`config.mk`:
```
export PLATFORM = sky130hd
export DESIGN_NAME = async_fifo_rd_drain
export DESIGN_NICKNAME = d
export VERILOG_FILES = /design/src/rtl/async_fifo_rd_pkg.sv /design/src/rtl/async_fifo_rd_skid.sv /design/src/rtl/async_fifo_rd_drain.sv
export SDC_FILE = /design/constraint.sdc
export NUM_CORES = 1
export LEC_CHECK = 0
export BUFFER_PORTS_ARGS = -buffer_cell sky130_fd_sc_hd__buf_2
export CAP_MARGIN = 20
export CORE_UTILIZATION = 43
export CTS_BUF_LIST = sky130_fd_sc_hd__clkbuf_4
export CTS_CLUSTER_SIZE = 28
export DETAILED_ROUTE_END_ITERATION = 7
export HOLD_SLACK_MARGIN = 0.03
export PLACE_DENSITY = 0.66
export SLEW_MARGIN = 20
export SYNTH_ARGS = -nofsm -noshare
export SYNTH_HDL_FRONTEND = slang
export SYNTH_SLANG_ARGS = --single-unit
export TNS_END_PERCENT = 100
```
`constraint.sdc`:
```
create_clock -name rclk -period 3.08 [get_ports rclk]
set_clock_uncertainty 0.15 [all_clocks]
set_input_delay 0 -clock rclk [delete_from_list [all_inputs] [get_ports rclk]]
set_output_delay 0 -clock rclk [all_outputs]
set_load 0.005 [all_outputs]
```
`src/rtl/async_fifo_rd_pkg.sv`:
```
// Shared types and defaults for the async FIFO read-side drain stage.
package async_fifo_rd_pkg;

  typedef enum logic [1:0] {
    EMPTY = 2'd0,
    ONE   = 2'd1,
    TWO   = 2'd2
  } occ_t;

  localparam int SKID_DEPTH = 2;
  localparam int DSIZE_DEF  = 8;
  localparam int CNTW_DEF   = 16;

endpackage

```
`src/rtl/async_fifo_rd_skid.sv`:
```
// Two-entry skid buffer: head_q feeds the stream, skid_q absorbs the word still
// in flight from the FIFO when the consumer stalls.
module async_fifo_rd_skid
  import async_fifo_rd_pkg::*;
#(
  parameter int DSIZE = DSIZE_DEF
) (
  input  logic             clk,
  input  logic             rst_n,
  input  logic             push,
  input  logic [DSIZE-1:0] push_data,
  input  logic             pop,
  output logic [DSIZE-1:0] head,
  output occ_t             occ
);

  occ_t             occ_d;
  logic [DSIZE-1:0] head_q, head_d;
  logic [DSIZE-1:0] skid_q, skid_d;

  assign head = head_q;

  always_ff @(posedge clk or negedge rst_n) begin
    if (!rst_n) begin
      occ    <= EMPTY;
      head_q <= '0;
      skid_q <= '0;
    end else begin
      occ    <= occ_d;
      head_q <= head_d;
      skid_q <= skid_d;
    end
  end

  // Push into TWO without a pop cannot happen: the credit check upstream forbids it.
  always_comb begin
    occ_d  = occ;
    head_d = head_q;
    skid_d = skid_q;
    case (occ)
      EMPTY: begin
        if (push) begin
          head_d = push_data;
          occ_d  = ONE;
        end
      end
      ONE: begin
        if (push && pop) begin
          head_d = push_data;
        end else if (push) begin
          skid_d = push_data;
          occ_d  = TWO;
        end else if (pop) begin
          occ_d = EMPTY;
        end
      end
      TWO: begin
        if (pop) begin
          head_d = skid_q;
          if (push) skid_d = push_data;
          else      occ_d  = ONE;
        end
      end
      default: occ_d = EMPTY;
    endcase
  end

endmodule

```
`src/rtl/async_fifo_rd_drain.sv`:
```
// Read-domain drain: pops the async FIFO and re-presents words as a valid/ready
// stream. Optional counters under ASYNC_FIFO_RD_STATS_EN.
module async_fifo_rd_drain
  import async_fifo_rd_pkg::*;
#(
  parameter int DSIZE = DSIZE_DEF
`ifdef ASYNC_FIFO_RD_STATS_EN
  , parameter int CNTW = CNTW_DEF
`endif
) (
  input  logic             rclk,
  input  logic             rrst_n,
  input  logic             rempty,
  input  logic [DSIZE-1:0] rdata,
  output logic             rinc,
  output logic             m_valid,
  input  logic             m_ready,
  output logic [DSIZE-1:0] m_data
`ifdef ASYNC_FIFO_RD_STATS_EN
  , output logic [CNTW-1:0] rd_words
  , output logic [CNTW-1:0] stall_cycles
`endif
);

  occ_t       occ;
  logic       inflight;
  logic       pop;
  logic       rinc_raw;
  logic [2:0] lvl;

  assign m_valid = (occ != EMPTY);
  assign pop     = m_valid && m_ready;

  // Words held plus word in flight, minus the one leaving this cycle.
  assign lvl      = 3'(occ) + {2'b00, inflight} - {2'b00, pop};
  assign rinc_raw = !rempty && (lvl < 3'(SKID_DEPTH));
  assign rinc     = rinc_raw && rrst_n;

  always_ff @(posedge rclk or negedge rrst_n) begin
    if (!rrst_n) inflight <= 1'b0;
    else         inflight <= rinc_raw;
  end

  async_fifo_rd_skid #(.DSIZE(DSIZE)) u_skid (
    .clk       (rclk),
    .rst_n     (rrst_n),
    .push      (inflight),
    .push_data (rdata),
    .pop       (pop),
    .head      (m_data),
    .occ       (occ)
  );

`ifdef ASYNC_FIFO_RD_STATS_EN
  // Saturating counters: they stick at all-ones rather than wrap.
  always_ff @(posedge rclk or negedge rrst_n) begin
    if (!rrst_n) begin
      rd_words     <= '0;
      stall_cycles <= '0;
    end else begin
      if (pop && (rd_words != '1))
        rd_words <= rd_words + 1'b1;
      if (m_valid && !m_ready && (stall_cycles != '1))
        stall_cycles <= stall_cycles + 1'b1;
    end
  end
`endif

endmodule

```
==> results of run 1 <==
==> what timing repair did <==
item	in CTS	in global routing
buffers inserted	0	0
setup endpoints to repair	0	0
hold endpoints to repair	37	0
hold buffers	11	0
==> logic make-up (layout without fill, tap and decap cells) <==
logic type | after synthesis | after routing | synth area share
mux | 24 | 24 | 0.308
xor+xnor | 1 | 1 | 0.00900
buf+inv | 1 | 36 | 0.0116
simple gates | 11 | 11 | 0.0797
flops | 19 | 19 | 0.488
compound gates | 7 | 7 | 0.0823
fa+ha+maj | 1 | 1 | 0.0206
==> critical path, cell delays in order, from the launching register on <==
cell and delay, ns:
dfrtp_1 0.52, nor2b_4 0.36, and2_1 0.21, o21ai_0 0.12
fa_1 0.39, xor2_1 0.15, nor3b_1 0.22, and2_1 0.15
buf_2 0.10
==> per-stage QoR <==
| stage | power, W | instances |
|---|---|---|
| 2_1_floorplan | 0.000837 | 64 |
| 3_3_place_gp | 0.000954 | 111 |
| 3_5_place_dp | 0.000970 | 111 |
| 4_1_cts | 0.00112 | 126 |
| 5_1_grt | 0.00118 | 126 |
| 6_report | 0.00111 | 126 |
==> power by group through the flow <==
stage | Sequential, W | Clock [W] | Combinational (W)
final | 0.000462 | 0.000132 | 0.000511
after global routing | 0.000481 | 0.000147 | 0.000552
after CTS | 0.000462 | 0.000137 | 0.000519
after global placement | 0.000455 | 0 | 0.000498
after detailed placement | 0.000467 | 0 | 0.000503
after floorplan | 0.000454 | 0 | 0.000383
==> path summary, 6_finish.rpt <==
check	endpoint	cells past startpoint	start	slack (ns)
worst max register to register	inflight	6	u_skid.occ[1]	0.86
min in group rclk	inflight	3	rempty	0.25
worst min-delay path	u_skid.occ[0]	2	rrst_n	0.02
worst min register to register	u_skid.skid_q[7]	1	u_skid.skid_q[7]	0.36
worst max-delay path	rinc	8	u_skid.occ[1]	0.41
max in group asynchronous	u_skid.head[0]	2	rrst_n	2.45
==> state kept, by name, indices dropped and copies added (netlist names) <==
register / flops
inflight: 1
u_skid.head: 8
u_skid.occ: 2
u_skid.skid_q: 8
==> final cells by class <==
cell class | count | area, um^2 | area share
clock buffers | 4 | 30.0 | 0.0242
multi-input cells | 44 | 487 | 0.392
flip-flops and latches | 19 | 475 | 0.383
well taps | 27 | 33.8 | 0.0272
repair buffers | 32 | 215 | 0.173
==> Yosys cell counts (all sizes together), types with 2 or more instances <==
| library cell | instances |
|---|---|
| mux2 | 24 |
| dfrtp | 19 |
| o22ai | 3 |
| nor2b | 3 |
| nand2b | 3 |
| and2 | 2 |
==> metal layers <==
layer	vias to the layer above	share of wire
li1	304	-
met1	315	0.47
met2	12	0.50
met3	0	0.035
met4	0	0
met5	-	0
==> results.toml, run 1 <==
[outcome]
outcome = "completed"

[finish]
final_util = 0.608
final_layout_size_suffix_gt1_frac = 0.545
final_common_cell = "buf_2"
num_antenna_cells = 0
design_area_mm2 = 0.00124
fill_cells = 173
layout_common_cells = "buf_2, dfrtp_1, mux2_2"
area_growth_pct = 27.5
layout.nets = 113

[detailed_routing]
drtPass1Iterations = 2
wl_mm = 1.72
final_antenna_net_count = 0
vias = 631
drc = 0
via_per_inst = 5.01
drtIter0Drc = 7
routedWlPerCell_um = 13.6

[clock_network]
cts_sinks = 19
cts_root_buffer = "clkbuf_4"
clockBufferDepth = 2
cts_buffers = 3
cts_tree = "done"
h-tree-depth = 1
clk_latency_ns = 0.29
path_clk_slew_ns = 0.11
ctsResizeCount = 0

[synth]
netlist_instances = 64
synth_top_area_share = 0.488
seq_area_frac_synth = 0.488
syn_area_um2 = 973
yosysTopAreaCell = "dfrtp_1"
syn_avg_cell_area_um2 = 15.2
synth_cell_types = 20
synth-async-reset-ratio = 1.00
synth-edff-count = 0
ys_top_cells_by_area = "dfrtp_1, mux2_2, mux2_4"
yosysWarnings = 0
syn_nets = 77
synth_ff_type = "dfrtp_1"
ys_seq_elements = 19

[placement]
place_ws_ns = 0.729
gp_congestion = 0.674
place_hpwl_mm = 1.15
dpl-instance-area_mm2 = 0.00110
portBuffers = 21

[die]
die_area_mm2 = 0.00246
core_mm2 = 0.00204
start_util = 0.477
die_h_um = 49.6
io_pins = 22
fp-row-count = 16
die_w_um = 49.6

[pwr]
ir_drop_mv = 0.481
p_per_area_mw_per_mm2 = 890
clkPwrFrac = 0.119
intPower_w = 0.000755
power.leakage_nw = 0.556
swShare = 0.317
pwr-share-seq = 0.418
pwr-share-comb = 0.462
p_switching_w = 0.000350

[timing]
finalSetupViolations = 0
slew_viol_final = 0
period_minus_slack_ns = 2.67
setup_ws_ns = 0.411
hold_slack_ns = 0.0216
tightest_slew_ns = 0.442
rsz0062_at_grt = "no"
hold_viol = 0
fmax_mhz = 375
fin_setup_tns_ns = 0
maxSlewHeadroom = 0.705
period_share = 0.867

[global_route]
grt_usage = 0.154
overflow = 0
grt_max_degree = 21
use_met2 = 0.264
gr-max-usage-layer = "met2"
grt_pass1_vias = 630
grt_pass1_wl_mm = 2.85
use_met3 = 0.0370
antenna_found_initial = 0
grtUsageMet1 = 0.193

[critical_path]
crit_required_ns = 2.93
cp.arrival_ns = 2.52
startpoint_type = "flop"
critPathKind = "reg2out"
cp_max_fo = 9
crit_path_end_kind = "primary output"

[job]
drv_cap = 0

[worst_hold_path]
hold_path.class = "in2async"
Note: power is estimated with default switching activity, not from simulation.
==> run 2, diff against run 1 <==
--- a/config.mk
+++ b/config.mk
@@ -7,6 +7,7 @@
 export LEC_CHECK = 0
 export BUFFER_PORTS_ARGS = -buffer_cell sky130_fd_sc_hd__buf_2
 export CAP_MARGIN = 20
+export CORE_MARGIN = 1.5
 export CORE_UTILIZATION = 43
 export CTS_BUF_LIST = sky130_fd_sc_hd__clkbuf_4
 export CTS_CLUSTER_SIZE = 28
==> results.toml, run 2 (synthesis results as in run 1) <==
[pwr]
ir_drop_mv = 0.427
p_per_area_mw_per_mm2 = 887
power.leakage_nw = 0.556

[placement]
portBuffers = 21
gp_congestion = 0.645
dpl-instance-area_mm2 = 0.00110
place_hpwl_mm = 1.18

[clock_network]
ctsResizeCount = 0
path_clk_slew_ns = 0.12
h-tree-depth = 1
cts_root_buffer = "clkbuf_4"
holdBufCountCts = 12
clk_latency_ns = 0.31
cts_sinks = 19
post_cts_buffers = 0
clockBufferDepth = 2
cts_buffers = 3
cts_tree = "done"

[timing]
maxSlewHeadroom = 0.434
slew_viol_final = 0
period_minus_slack_ns = 2.73
fmax_mhz = 366
rsz0062_at_grt = "no"
tightest_slew_ns = 0.846
fin_setup_tns_ns = 0
period_share = 0.887
hold_viol = 0
finalSetupViolations = 0

[global_route]
grt_usage = 0.156
grt_pass1_vias = 638
grt_max_degree = 20
overflow = 0
grt_pass1_wl_mm = 2.90
antenna_found_initial = 0

[worst_hold_path]
holdPathStages = 3
hold_path.class = "in2reg"
min_from = "rempty"
hold_end = "inflight"

[critical_path]
critPathMaxStageDelay_ns = 0.52
r2r-end = "inflight"
crit_family = "simple AND/OR/NAND/NOR gates"
cp_cell_sequence = "nor2b_4 -> and2_1 -> o21ai_0 -> fa_1 -> xor2_1 -> nor3b_1 -> and2_1 -> buf_2"
crit_buf_inv = 1
critPathKind = "reg2out"
r2r_start = "u_skid.occ[1]"
startpoint_type = "flop"
crit_required_ns = 2.93
crit_path_end_kind = "primary output"
cp.arrival_ns = 2.58
ff2ff_setup_slack_ns = 0.82
ff2ff_path_depth = 6
crit_slowest_cell = "dfrtp_1"
crit_top_cell = "and2_1"
cp_max_fo = 9

[finish]
layout_common_cells = "buf_2, dfrtp_1, mux2_2"
fill_cells = 196
layout.nets = 114
area_growth_pct = 28.7
final_common_cell = "buf_2"
final_util = 0.577
final_layout_size_suffix_gt1_frac = 0.540
num_antenna_cells = 0
design_area_mm2 = 0.00125

[die]
io_pins = 22
fp-row-count = 17
start_util = 0.449
die_w_um = 50.6
die_area_mm2 = 0.00256
core_mm2 = 0.00217
die_h_um = 50.6

[detailed_routing]
drc = 0
drtPass1Iterations = 2
routedWlPerCell_um = 13.7
via_per_inst = 4.87
vias = 623
drtIter0Drc = 5
wl_mm = 1.75
final_antenna_net_count = 0

[outcome]
outcome = "completed"

[job]
drv_cap = 0
-- run 2: changes by cell type in the layout (fill, tap and decap cells not counted), sizes merged --
cell,before,now
clkinvlp,0,1
clkbuf,4,3
dlygate4sd3,11,12
-- run 2: layout make-up --
type	instances	area [um^2]	area share
Clock buffer	3	22.5	0.0180
Tap cell	28	35.0	0.0280
Sequential cell	19	475	0.380
Clock inverter	1	7.51	0.00599
Multi-Input combinational cell	44	487	0.389
Timing Repair Buffer	33	225	0.180
-- run 2: layer usage --
metal | vias up | GRT usage | share of wire
met5 | - | 0 | 0
met4 | 0 | 0.0541 | 0.0074
met3 | 2 | 0.0536 | 0.048
met2 | 15 | 0.272 | 0.49
met1 | 306 | 0.177 | 0.45
li1 | 300 | - | -
-- run 2: worst min-delay path: cells and delay by family --
family,cells,cell delay (ns)
buffers and inverters,2,0.61
AND/OR/NAND/NOR,1,0.05
-- run 2: power by group --
group	leakage, nW	switching (W)	internal, W
combinational	0.314	0.000196	0.000321
clock	0.0139	0.0000855	0.0000495
sequential	0.228	0.0000836	0.000376
-- run 2: through the flow --
step                total power [W]  hold slack, ns  std cells  worst slack, ns
floorplan                  0.000837          -0.446         64             1.04
global placement           0.000951          -0.178        112            0.815
detailed placement         0.000974          -0.175        112            0.691
CTS                         0.00113           0.222        128            0.340
global route                0.00119           0.254        128            0.146
finish                      0.00111           0.230        128            0.349
-- run 2: worst max path at each step --
stage | slack (ns) | cells past startpoint | end | startpoint
finish | 0.35 | 8 | rinc | u_skid.occ[1]
global route | 0.15 | 8 | rinc | u_skid.occ[1]
CTS | 0.34 | 8 | rinc | u_skid.occ[1]
detailed placement | 0.69 | 8 | rinc | u_skid.occ[1]
global placement | 0.82 | 8 | rinc | u_skid.occ[1]
floorplan | 1.04 | 8 | rinc | u_skid.occ[1]
==> run 3, diff against run 2 <==
--- a/config.mk
+++ b/config.mk
@@ -13,7 +13,7 @@
 export CTS_CLUSTER_SIZE = 28
 export DETAILED_ROUTE_END_ITERATION = 7
 export HOLD_SLACK_MARGIN = 0.03
-export PLACE_DENSITY = 0.66
+export PLACE_DENSITY = 0.68
 export SLEW_MARGIN = 20
 export SYNTH_ARGS = -nofsm -noshare
 export SYNTH_HDL_FRONTEND = slang
==> constraint.sdc (replaced) <==
create_clock -name rclk -period 2.5 [get_ports rclk]
set_clock_uncertainty 0.15 [all_clocks]
set_input_delay 0 -clock rclk [delete_from_list [all_inputs] [get_ports rclk]]
set_output_delay 0 -clock rclk [all_outputs]
set_load 0.005 [all_outputs]
==> results.toml, run 3 (synthesis results as in run 1) <==
[finish]
num_antenna_cells = 0
layout_common_cells = "buf_2, dfrtp_1, mux2_2"
fill_cells = 185
area_growth_pct = 30.3
layout.nets = 115
final_layout_size_suffix_gt1_frac = 0.574
final_common_cell = "buf_2"

[detailed_routing]
drtPass1Iterations = 3
vias = 639
routedWlPerCell_um = 12.7
drc = 0
via_per_inst = 4.95
wl_mm = 1.64
final_antenna_net_count = 0
drtIter0Drc = 7

[critical_path]
critPathKind = "reg2out"
crit_required_ns = 2.35
startpoint_type = "flop"
cp.arrival_ns = 2.17
cp_max_fo = 8
r2r_start = "u_skid.occ[1]"
r2r-end = "inflight"
ff2ff_path_depth = 5
ff2ff_setup_slack_ns = 0.63
crit_path_end_kind = "primary output"

[pwr]
power.leakage_nw = 0.567
p_per_area_mw_per_mm2 = 1080
ir_drop_mv = 0.581

[die]
die_h_um = 50.6
fp-row-count = 17
core_mm2 = 0.00217
die_w_um = 50.6
io_pins = 22
die_area_mm2 = 0.00256
start_util = 0.449

[timing]
period_minus_slack_ns = 2.32
hold_slack_ns = 0.267
fmax_mhz = 431
finalSetupViolations = 0
slew_viol_final = 0
period_share = 0.927
hold_viol = 0
rsz0062_at_grt = "no"
maxSlewHeadroom = 0.454
fin_setup_tns_ns = 0
tightest_slew_ns = 0.817

[clock_network]
cts_root_buffer = "clkbuf_4"
h-tree-depth = 1
cts_tree = "done"
cts_sinks = 19
path_clk_slew_ns = 0.10
clk_latency_ns = 0.29
post_cts_buffers = 0
clockBufferDepth = 2
cts_buffers = 3

[outcome]
outcome = "completed"

[worst_hold_path]
hold_end = "inflight"
holdPathStages = 3
min_from = "rempty"
hold_path.class = "in2reg"

[global_route]
antenna_found_initial = 0
grt_usage = 0.148
grt_max_degree = 20
overflow = 0
grt_pass1_wl_mm = 2.79
grt_pass1_vias = 648

[placement]
portBuffers = 21
place_hpwl_mm = 1.11
gp_congestion = 0.648

[job]
drv_cap = 0
==> run 3: cell count changes in the layout (fill, tap and decap cells not counted) <==
cell and change:
dfrtp_2 +1, dfrtp_1 -1, nor2b_1 -1, buf_4 +1, nor2b_2 +1, nor3b_2 +1, clkinvlp_4 -1, clkbuf_4 +1
nor3b_1 -1
==> run 3: routing by layer <==
metal | global-route usage | wire [um] | part of all wire | up-vias
met5 | 0 | 0 | 0 | -
met4 | 0.0811 | 30 | 0.018 | 0
met3 | 0.0179 | 44 | 0.027 | 4
met2 | 0.250 | 840 | 0.51 | 14
met1 | 0.183 | 720 | 0.44 | 316
li1 | - | - | - | 305
==> run 3: power by group <==
group          internal [W]  switching, W  total, W
sequential         0.000464     0.0000985  0.000563
clock             0.0000729     0.0000903  0.000163
combinational      0.000405      0.000241  0.000647
==> run 3: worst max path at each step <==
stage / end / from
2_1_floorplan: rinc / u_skid.occ[1]
3_3_place_gp: rinc / u_skid.occ[1]
3_5_place_dp: rinc / u_skid.occ[1]
4_1_cts: rinc / u_skid.occ[1]
5_1_grt: rinc / u_skid.occ[1]
6_report: rinc / u_skid.occ[1]
==> run 3: area by class of cell <==
type                       instances  area [um^2]  area share
clock buffer                       4         30.0      0.0237
sequential                        19          477       0.376
timing repair buffer              34          233       0.183
tap                               28         35.0      0.0276
multi-input combinational         44          494       0.390
==> run 3: per-stage QoR <==
stage                util  setup WS, ns  power (W)  cell area [um^2]  std cells
floorplan               -         0.455    0.00103               973         64
global placement    0.512         0.465    0.00118              1110        113
detailed placement  0.512         0.373    0.00120              1110        113
CTS                 0.581        0.0313    0.00138              1260        129
global route        0.585        0.0471    0.00147              1270        129
finish              0.585         0.182    0.00137              1270        129
==> run 3: worst max-delay path, cell delays in order (launching register included) <==
cell and delay (ns):
dfrtp_2 0.47, nor2b_4 0.14, and2_1 0.17, o21ai_0 0.21
fa_1 0.44, nor3b_2 0.17, and2_1 0.15, buf_2 0.12
==> run 3: what timing repair did <==
item | in CTS | in global routing
setup endpoints to repair | 0 | 1
resized for setup | 0 | 3
hold endpoints to repair | 37 | 0
hold buffers | 12 | 0
